[src/rtl/query_patch_aggregator_pkg.sv]
// query_patch_aggregator_pkg: shared state encoding and word-geometry defaults for aggregator and buffer
package query_patch_aggregator_pkg;
  typedef enum logic [1:0] {IDLE = 2'd0, COLLECT = 2'd1, DONE = 2'd2} state_e;
  localparam int DEF_ELEM_WIDTH = 11;
  localparam int DEF_ELEMS_PER_WORD = 5;
  localparam int DEF_DATA_WIDTH = DEF_ELEM_WIDTH * DEF_ELEMS_PER_WORD;
endpackage

[src/rtl/query_patch_aggregator_if.sv]
// query_patch_aggregator_if: element handshake from chip I/O and word strobe toward the query buffer
interface query_patch_aggregator_if
  import query_patch_aggregator_pkg::*;
#(
  parameter int ELEM_WIDTH = DEF_ELEM_WIDTH,
  parameter int DATA_WIDTH = DEF_DATA_WIDTH
);
  logic                  io_valid;
  logic [ELEM_WIDTH-1:0] io_data;
  logic                  io_ready;
  logic                  sender_enable;
  logic [DATA_WIDTH-1:0] sender_data;
  modport slave  (input io_valid, io_data, output io_ready, sender_enable, sender_data);
  modport master (output io_valid, io_data, input io_ready, sender_enable, sender_data);
endinterface

[src/rtl/query_patch_aggregator_packer.sv]
// query_elem_packer: element counter plus insert register; word_o is the word including the element on elem_i
module query_elem_packer
  import query_patch_aggregator_pkg::*;
#(
  parameter int ELEM_WIDTH = DEF_ELEM_WIDTH,
  parameter int ELEMS_PER_WORD = DEF_ELEMS_PER_WORD,
  localparam int DATA_WIDTH = ELEM_WIDTH * ELEMS_PER_WORD,
  localparam int CW = ELEMS_PER_WORD > 1 ? $clog2(ELEMS_PER_WORD) : 1
) (
  input  logic                  clk,
  input  logic                  rst_n,
  input  logic                  clear_i,
  input  logic                  xfer_i,
  input  logic [ELEM_WIDTH-1:0] elem_i,
  output logic                  word_complete_o,
  output logic [DATA_WIDTH-1:0] word_o
);
  logic [CW-1:0]         cnt_q, cnt_d;
  logic [DATA_WIDTH-1:0] sr_q, sr_d;
  always_comb begin
    word_o = sr_q;
    word_o[cnt_q*ELEM_WIDTH +: ELEM_WIDTH] = elem_i;
    word_complete_o = xfer_i && cnt_q == CW'(ELEMS_PER_WORD - 1);
    cnt_d = (clear_i || word_complete_o) ? '0 : xfer_i ? cnt_q + 1'b1 : cnt_q;
    sr_d = (xfer_i && !clear_i) ? word_o : sr_q;
  end
  always_ff @(posedge clk or negedge rst_n) begin
    if (!rst_n) begin
      cnt_q <= '0;
      sr_q  <= '0;
    end else begin
      cnt_q <= cnt_d;
      sr_q  <= sr_d;
    end
  end
endmodule

[src/rtl/query_patch_aggregator.sv]
// query_patch_aggregator: packs I/O elements into buffer words, counts words and flags a full query row
module query_patch_aggregator
  import query_patch_aggregator_pkg::*;
#(
  parameter int ELEM_WIDTH = DEF_ELEM_WIDTH,
  parameter int ELEMS_PER_WORD = DEF_ELEMS_PER_WORD,
  parameter int NUM_WORDS = 128,
  localparam int DATA_WIDTH = ELEM_WIDTH * ELEMS_PER_WORD,
  localparam int CW = $clog2(NUM_WORDS + 1)
) (
  input  logic                     clk,
  input  logic                     rst_n,
  input  logic                     fsm_enable_i,
  input  logic                     restart_i,
  query_patch_aggregator_if.slave  bus,
  output logic [CW-1:0]            word_count_o,
  output logic                     done_o
);
  state_e                state_q, state_d;
  logic                  sender_enable_q, sender_enable_d, done_q, done_d;
  logic [DATA_WIDTH-1:0] sender_data_q, sender_data_d, word;
  logic [CW-1:0]         word_count_q, word_count_d;
  logic                  xfer, word_complete, emit, last_word;
  assign bus.io_ready      = state_q == COLLECT && fsm_enable_i;
  assign bus.sender_enable = sender_enable_q;
  assign bus.sender_data   = sender_data_q;
  assign word_count_o      = word_count_q;
  assign done_o            = done_q;
  assign xfer              = bus.io_valid && bus.io_ready;
  query_elem_packer #(.ELEM_WIDTH(ELEM_WIDTH), .ELEMS_PER_WORD(ELEMS_PER_WORD)) u_packer (
    .clk            (clk),
    .rst_n          (rst_n),
    .clear_i        (restart_i),
    .xfer_i         (xfer),
    .elem_i         (bus.io_data),
    .word_complete_o(word_complete),
    .word_o         (word)
  );
  // restart overrides everything except sender_data, which keeps its last word
  always_comb begin
    emit = word_complete && !restart_i;
    last_word = word_count_q == CW'(NUM_WORDS - 1);
    state_d = restart_i ? IDLE
            : (state_q == IDLE && fsm_enable_i) ? COLLECT
            : (emit && last_word) ? DONE : state_q;
    sender_enable_d = emit;
    sender_data_d = emit ? word : sender_data_q;
    word_count_d = restart_i ? '0 : word_count_q + CW'(emit);
    done_d = !restart_i && (done_q || (emit && last_word));
  end
  always_ff @(posedge clk or negedge rst_n) begin
    if (!rst_n) begin
      state_q         <= IDLE;
      sender_enable_q <= 1'b0;
      sender_data_q   <= '0;
      word_count_q    <= '0;
      done_q          <= 1'b0;
    end else begin
      state_q         <= state_d;
      sender_enable_q <= sender_enable_d;
      sender_data_q   <= sender_data_d;
      word_count_q    <= word_count_d;
      done_q          <= done_d;
    end
  end
endmodule

[src/flat_wrapper.sv]
// flat-port wrapper written by rule: the top's interface ports become plain ports
module query_patch_aggregator_flat import query_patch_aggregator_pkg::*;
#(
  parameter int ELEM_WIDTH = DEF_ELEM_WIDTH,
  parameter int ELEMS_PER_WORD = DEF_ELEMS_PER_WORD,
  parameter int NUM_WORDS = 128,
  localparam int DATA_WIDTH = ELEM_WIDTH * ELEMS_PER_WORD,
  localparam int CW = $clog2(NUM_WORDS + 1)
)
  (clk, rst_n, fsm_enable_i, restart_i, word_count_o, done_o, bus_io_valid, bus_io_data, bus_io_ready, bus_sender_enable, bus_sender_data);
  query_patch_aggregator_if #(.ELEM_WIDTH(ELEM_WIDTH), .DATA_WIDTH(((11) * (5)))) bus_i ();
  input  logic clk;
  input  logic rst_n;
  input  logic fsm_enable_i;
  input  logic restart_i;
  output logic [CW-1:0] word_count_o;
  output logic done_o;
  input wire logic [$bits(bus_i.io_valid)-1:0] bus_io_valid;
  input wire logic [$bits(bus_i.io_data)-1:0] bus_io_data;
  output wire logic [$bits(bus_i.io_ready)-1:0] bus_io_ready;
  output wire logic [$bits(bus_i.sender_enable)-1:0] bus_sender_enable;
  output wire logic [$bits(bus_i.sender_data)-1:0] bus_sender_data;
  assign bus_i.io_valid = bus_io_valid;
  assign bus_i.io_data = bus_io_data;
  assign bus_io_ready = bus_i.io_ready;
  assign bus_sender_enable = bus_i.sender_enable;
  assign bus_sender_data = bus_i.sender_data;
  query_patch_aggregator #(.ELEM_WIDTH(ELEM_WIDTH), .ELEMS_PER_WORD(ELEMS_PER_WORD), .NUM_WORDS(NUM_WORDS)) u_core (.clk(clk), .rst_n(rst_n), .fsm_enable_i(fsm_enable_i), .restart_i(restart_i), .bus(bus_i), .word_count_o(word_count_o), .done_o(done_o));
endmodule
[config.mk]
export PLATFORM = sky130hd
export DESIGN_NAME = query_patch_aggregator_flat
export DESIGN_NICKNAME = d
export VERILOG_FILES = /design/src/rtl/query_patch_aggregator_pkg.sv /design/src/rtl/query_patch_aggregator_if.sv /design/src/rtl/query_patch_aggregator_packer.sv /design/src/rtl/query_patch_aggregator.sv /design/src/flat_wrapper.sv
export SDC_FILE = /design/constraint.sdc
export NUM_CORES = 1
export LEC_CHECK = 0
export CAP_MARGIN = 20
export CORE_MARGIN = 10
export CORE_UTILIZATION = 58
export CTS_CLUSTER_DIAMETER = 40
export DETAILED_ROUTE_END_ITERATION = 8
export GPL_TIMING_DRIVEN = 0
export PLACE_DENSITY = 0.84
export SYNTH_ARGS = -nofsm -noshare
export SYNTH_HDL_FRONTEND = slang
export SYNTH_SLANG_ARGS = --single-unit
[constraint.sdc]
create_clock -name clk -period 6.7 [get_ports clk]
set_input_delay 1.34 -clock clk [delete_from_list [all_inputs] [get_ports clk]]
set_output_delay 1.34 -clock clk [all_outputs]
set_load 0.02 [all_outputs]
## Word-level counts from Yosys, hierarchy flattened

Cells that the tools add are included.

- Output and inout port bits: 66
- Register bits after elaboration: 125
- Input bits: 16
- Logic and storage cells: 37

- Shift operators: 2
- Multiply operators: 1
- Reductions and logical operators: 14
- Eq/ne operators: 3
- Add/subtract/negate cells: 3
- Multiplexer cells: 7

Operator list:

| cell | count |
|---|---|
| 55-bit bitwise mux | 1 |
| 11-bit by 34-bit variable shift with 55-bit output, first input constant | 1 |
| 11-bit by 34-bit variable part select with 55-bit output | 1 |
| 7-bit negator with 34-bit output | 1 |
| 8-bit by 1-bit adder with 8-bit output | 1 |
| 8-bit by 7-bit == test with 1-bit output, second input constant | 1 |
| 1-bit logical AND | 8 |
| 8-bit two-way mux | 1 |
| 3-bit by 4-bit multiplier with 7-bit output, second input constant | 1 |
| 2-bit two-way mux | 3 |
| 3-bit two-way mux | 2 |
| 3-bit by 1-bit adder with 3-bit output, second input constant | 1 |
| 3-bit == test, second input constant | 1 |
| 3-bit nonzero test | 1 |
| 2-bit by 1-bit == test with 1-bit output, second input constant | 1 |
| 2-bit zero test | 1 |
| 1-bit logical OR | 2 |
| 2-bit nonzero test | 1 |
| 1-bit zero test | 1 |

## Longest topological paths before layout

- Word-level depth: 9
- Mapped depth: 12
- Mapped depth without buffers: 10

## Hierarchy

From an unflattened synthesis, not the netlist that was laid out.

- Cell total of the unflattened synthesis: 460
- Area total of the unflattened synthesis: 5615.4 um2

By module, submodules not included:

| module | sequential area each (um2) | area an instance (um2) | cells an instance | instances |
|---|---|---|---|---|
| query_elem_packer | 1451.4 | 3012.9 | 291 | 1 |
| query_patch_aggregator | 1676.6 | 2602.5 | 169 | 1 |

## Least setup slack after synthesis

OpenSTA, ideal clock, no wires.

- Path type: input to register
- From: input bus_io_valid
- To: register u_core.word_count_q[7], in the netlist u_core.word_count_o[7]
- Data arrival time: 3.106 ns
- Library setup time: 0.078 ns
- Required time: 6.622 ns
- Slack: 3.516 ns
- Stages on the path: 9
- Buffers on the path: 3
- Path through: nand4b_4 > buf_6 > nor2_1 > buf_2 > buf_2 > ha_1 > nand2_1 > or4b_2 > a21oi_1

- Longest elaborated chain between the ends: 5

RTL lines:

| element | line | source |
|---|---|---|
| start, declared | flat_wrapper.sv:18 | `input wire logic [$bits(bus_i.io_valid)-1:0] bus_io_valid;` |
| 1-bit logical AND | query_patch_aggregator.sv:29 | `assign xfer = bus.io_valid && bus.io_ready;` |
| 1-bit logical AND | query_patch_aggregator_packer.sv:23 | `word_complete_o = xfer_i && cnt_q == CW'(ELEMS_PER_WORD - 1);` |
| 1-bit logical AND | query_patch_aggregator.sv:41 | `emit = word_complete && !restart_i;` |
| via u_core.emit | query_patch_aggregator.sv:23 | `logic xfer, word_complete, emit, last_word;` |
| 8-bit by 1-bit adder with 8-bit output | query_patch_aggregator.sv:48 | `word_count_d = restart_i ? '0 : word_count_q + CW'(emit);` |
| 8-bit two-way mux | query_patch_aggregator.sv:48 |  |
| via u_core.word_count_d[7] | query_patch_aggregator.sv:22 | `logic [CW-1:0] word_count_q, word_count_d;` |
| end signal, assigned | query_patch_aggregator.sv:62 | `word_count_q <= word_count_d;` |
| end, declared | query_patch_aggregator.sv:22 |  |

The timed path passes the listed nets, and every way through them passes these cells.
A chain may end at the register's enable or synchronous reset.

## Worst setup path after layout

- From: input fsm_enable_i
- To: output bus_io_ready

- Longest elaborated chain between the ends: 1

RTL lines:

| element | line | source |
|---|---|---|
| start, declared | flat_wrapper.sv:14 | `input logic fsm_enable_i;` |
| 1-bit logical AND | query_patch_aggregator.sv:24 | `assign bus.io_ready = state_q == COLLECT && fsm_enable_i;` |
| end, declared | flat_wrapper.sv:20 | `output wire logic [$bits(bus_i.io_ready)-1:0] bus_io_ready;` |

Every way passes these cells.

==> metrics.txt <==
outcome=complete, no violations; Core ar.=about 0.0093 mm²; Syn Nets=529; asr flop ratio synth=100.0%; Worst Setup Start Kind=input port; total track usage=22.73%; family with the most delay on the worst path=buffers and inverters; sequential-to-total area share from yosys stat=between 50% and 60%; TritonRoute pass-1 iters=5; final setup fails=0; period utilization=63.25%; diode count=0; Port-buffer cells=70; CP peak stage delay=around 0.6 ns; flop-to-flop setup slack=approximately 3.6 ns; Pleak=just over 3 nW; Critical R2R Launch=u_core.u_packer.cnt_q[0]; Hold Path Cell Cnt=1; Critical Path AT=just under 3 ns; number of global-route vias before repair=slightly below 5,000; layout net count=619; clk sink count=between 100 and 150; P_sw=between 0.6 and 0.7 mW; post-synthesis mux area share=around 4.4%; io pins=82; Syn Std Cell Area=roughly 0.0056 mm²; Routed Wire Length=between 15 and 20 mm; library cells used by synthesis=46; H-tree levels=4; hpwl dp=approximately 10 mm; kind of critical path=input port to output port; Clock Power Share=39.5%; pwr dens=approximately 320 mW/mm²; Initial Utilization=about three fifths; most common cell after layout, fill and taps aside=dfrtp_1; grt total ovfl=0; hold_buf cts=0; Slowest-stage cell, CP=clkdlybuf4s50_1; #FFs+latches synth=between 100 and 150; fmax=approximately 0.24 GHz; Compound-Gate Fraction of Synth Area=23.89%; RSZ-0062 raised after global routing=no; final setup skew=0.007316 ns; hold wc startpoint=u_core.u_packer.sr_q[17]; synth warn=0; root buffer cell=clkbuf_8; Crit path top cell by count=clkdlybuf4s50_1; final hold violations=0; post-CTS resize count=0; Pint=between 1.5 and 2 mW; Syn-to-layout area delta=26.14%; Post-Syn Instances=505; max cap viols=0; Clock transition at path regs=roughly 0.050 ns; Reg power frac=between 40 and 50%; Data required, critical path=approximately 5.4 ns; combinational power share=between 20 and 25%; most frequent cells in the layout=dfrtp_1 (125), a21oi_1 (93), clkdlybuf4s50_1 (69); CP Buf/Inv Count=2; post-DR wirelength/cell=around 22 µm; Synth Area in Simple Gates=under 10%; row count=35; R2R depth=11; number of flops mapped to enable cells by yosys=0; GPL Wtd Cong=roughly 0.86; deepest clock path buffer count=2; number of CTS-inserted buffers=17; Least-Margin Pin Slew=approximately 0.74 ns; Hold Crit Endpoint=u_core.u_packer.sr_q[17]; first-pass GRT wire length=~26 mm; HP Class=flop to flop; Initial DRC Count=approximately 470; largest family of logic cells by synthesized area=compound AO/OA/AOI/OAI gates; Post-Syn Area per Cell=11.04 µm²; sw frac=between 20 and 30%; Horiz. Die Dim=~120 µm; adder-cell area share of the yosys netlist=under 10%; CP max FO=3; die area=roughly 0.014 mm²; fin crit period=4.238 ns; layout cell share with drive strength beyond 1=a little over an eighth; critical-path cell list=clkdlybuf4s50_1 -> nor2b_1 -> and2_1 -> clkdlybuf4s50_1; via count=just under 5,000; post-layout util=around 76%; Crit. End Element=output port; initial antenna violation count=0; Design Power=approximately 2.3 mW; Synth Area in XOR/XNOR=less than 1%; reg2reg end=u_core.word_count_o[7]; Main synth FF type=dfrtp_1; vias per inst=~6.6; DRC violations left=0; Post-CTS Setup Repair Bufs=0; Detail Route Antenna Nets=0; CTS tree=built; Max Slew Vio Count=0; VDD IR max=0.2353 mV; Die Ht=118.1 µm; Rel. slew slack=50.77%; worst skew pair latency=around 0.52 ns; largest net degree at the start of global routing=just under 80
-- power by group through the flow --
stage	logic, mW	clock network [mW]	registers (mW)
6_report	0.457	0.896	0.917
5_1_grt	0.490	0.935	0.926
4_1_cts	0.459	0.897	0.915
3_5_place_dp	0.454	0	0.924
3_3_place_gp	0.439	0	0.921
2_1_floorplan	0.145	0	1.00
-- cells by family after synthesis --
logic type / Yosys count
AOI/OAI and AO/OA: 212
DFF: 125
and+or+nand+nor: 71
buffers and inverters: 64
muxes: 22
adders and majority gates: 8
xor gates and xnor gates: 3
-- synth_stat cells (all sizes together) (2+ instances only) --
library cell	number	share of area (%)
inv	8	0.54
nor2	6	0.40
or3	6	0.70
a22o	33	5.2
ha	8	1.8
a31oi	23	2.6
dfrtp	125	56
nand4b	2	0.58
or4	2	0.40
nand3	26	2.3
a21oi	93	8.3
a32oi	11	1.7
nor2b	4	0.45
or4b	2	0.36
and3	2	0.22
xor2	2	0.31
a22oi	22	3.0
nand2b	4	0.45
buf	24	2.3
nor4	3	0.72
clkbuf	32	2.2
and4b	2	0.38
mux2	22	4.4
o21ai	26	2.3
nand2	5	0.34
-- worst max path at each step --
stage | from | end | cells past startpoint
final | fsm_enable_i | bus_io_ready | 4
after floorplan | bus_io_valid | u_core.word_count_o[7] | 9
after detailed placement | fsm_enable_i | bus_io_ready | 4
after global routing | fsm_enable_i | bus_io_ready | 4
after CTS | fsm_enable_i | bus_io_ready | 4
after global placement | rst_n | u_core.u_packer.sr_q[3] | 1
-- cell type report --
class	count	area, µm²
clock buffers	21	449.2
flip-flops and latches	125	3128
well taps	129	161.4
inverters	8	30.03
clock inverters	8	117.6
plain buffers	56	249.0
fillers	633	2250
multi-input cells	316	2170
repair buffers	71	729.5
-- state kept, by name, indices dropped and copies added, names as in the netlist --
register / cells
u_core.state_q: 2
u_core.u_packer.cnt_q: 3
u_core.word_count_o: 8
u_core.done_o: 1
u_core.bus.sender_data: 55
u_core.bus.sender_enable: 1
u_core.u_packer.sr_q: 55
-- per-stage QoR --
step / setup TNS [ns] / cell area, µm² / setup slack (ns) / hold WS [ns] / std cells
2_1_floorplan: 0 / 5577 / 3.516 / 0.4662 / 505
3_3_place_gp: -43.26 / 6439 / -0.3502 / 0.4822 / 704
3_5_place_dp: 0 / 6467 / 2.452 / 0.4819 / 705
4_1_cts: 0 / 7034 / 2.448 / 0.5029 / 734
5_1_grt: 0 / 7034 / 2.357 / 0.5185 / 734
6_report: 0 / 7034 / 2.462 / 0.5036 / 734
-- metal layers --
layer / vias up / share of wire, % / GRT usage [%]
li1: 2069 / - / -
met1: 2459 / 40 / 28.04
met2: 278 / 49 / 36.29
met3: 30 / 9.0 / 7.722
met4: 0 / 1.8 / 7.960
met5: - / 0 / 0
-- worst reg2reg max path, delay by kind of cell, from the launching register on --
family / cells / cell delay, ns
simple gates: 4 / 0.97
flops: 1 / 0.50
fa+ha+maj: 3 / 0.67
compound gates: 1 / 0.16
buf+inv: 3 / 0.69
No activity file was read; power rests on OpenSTA's default activity.
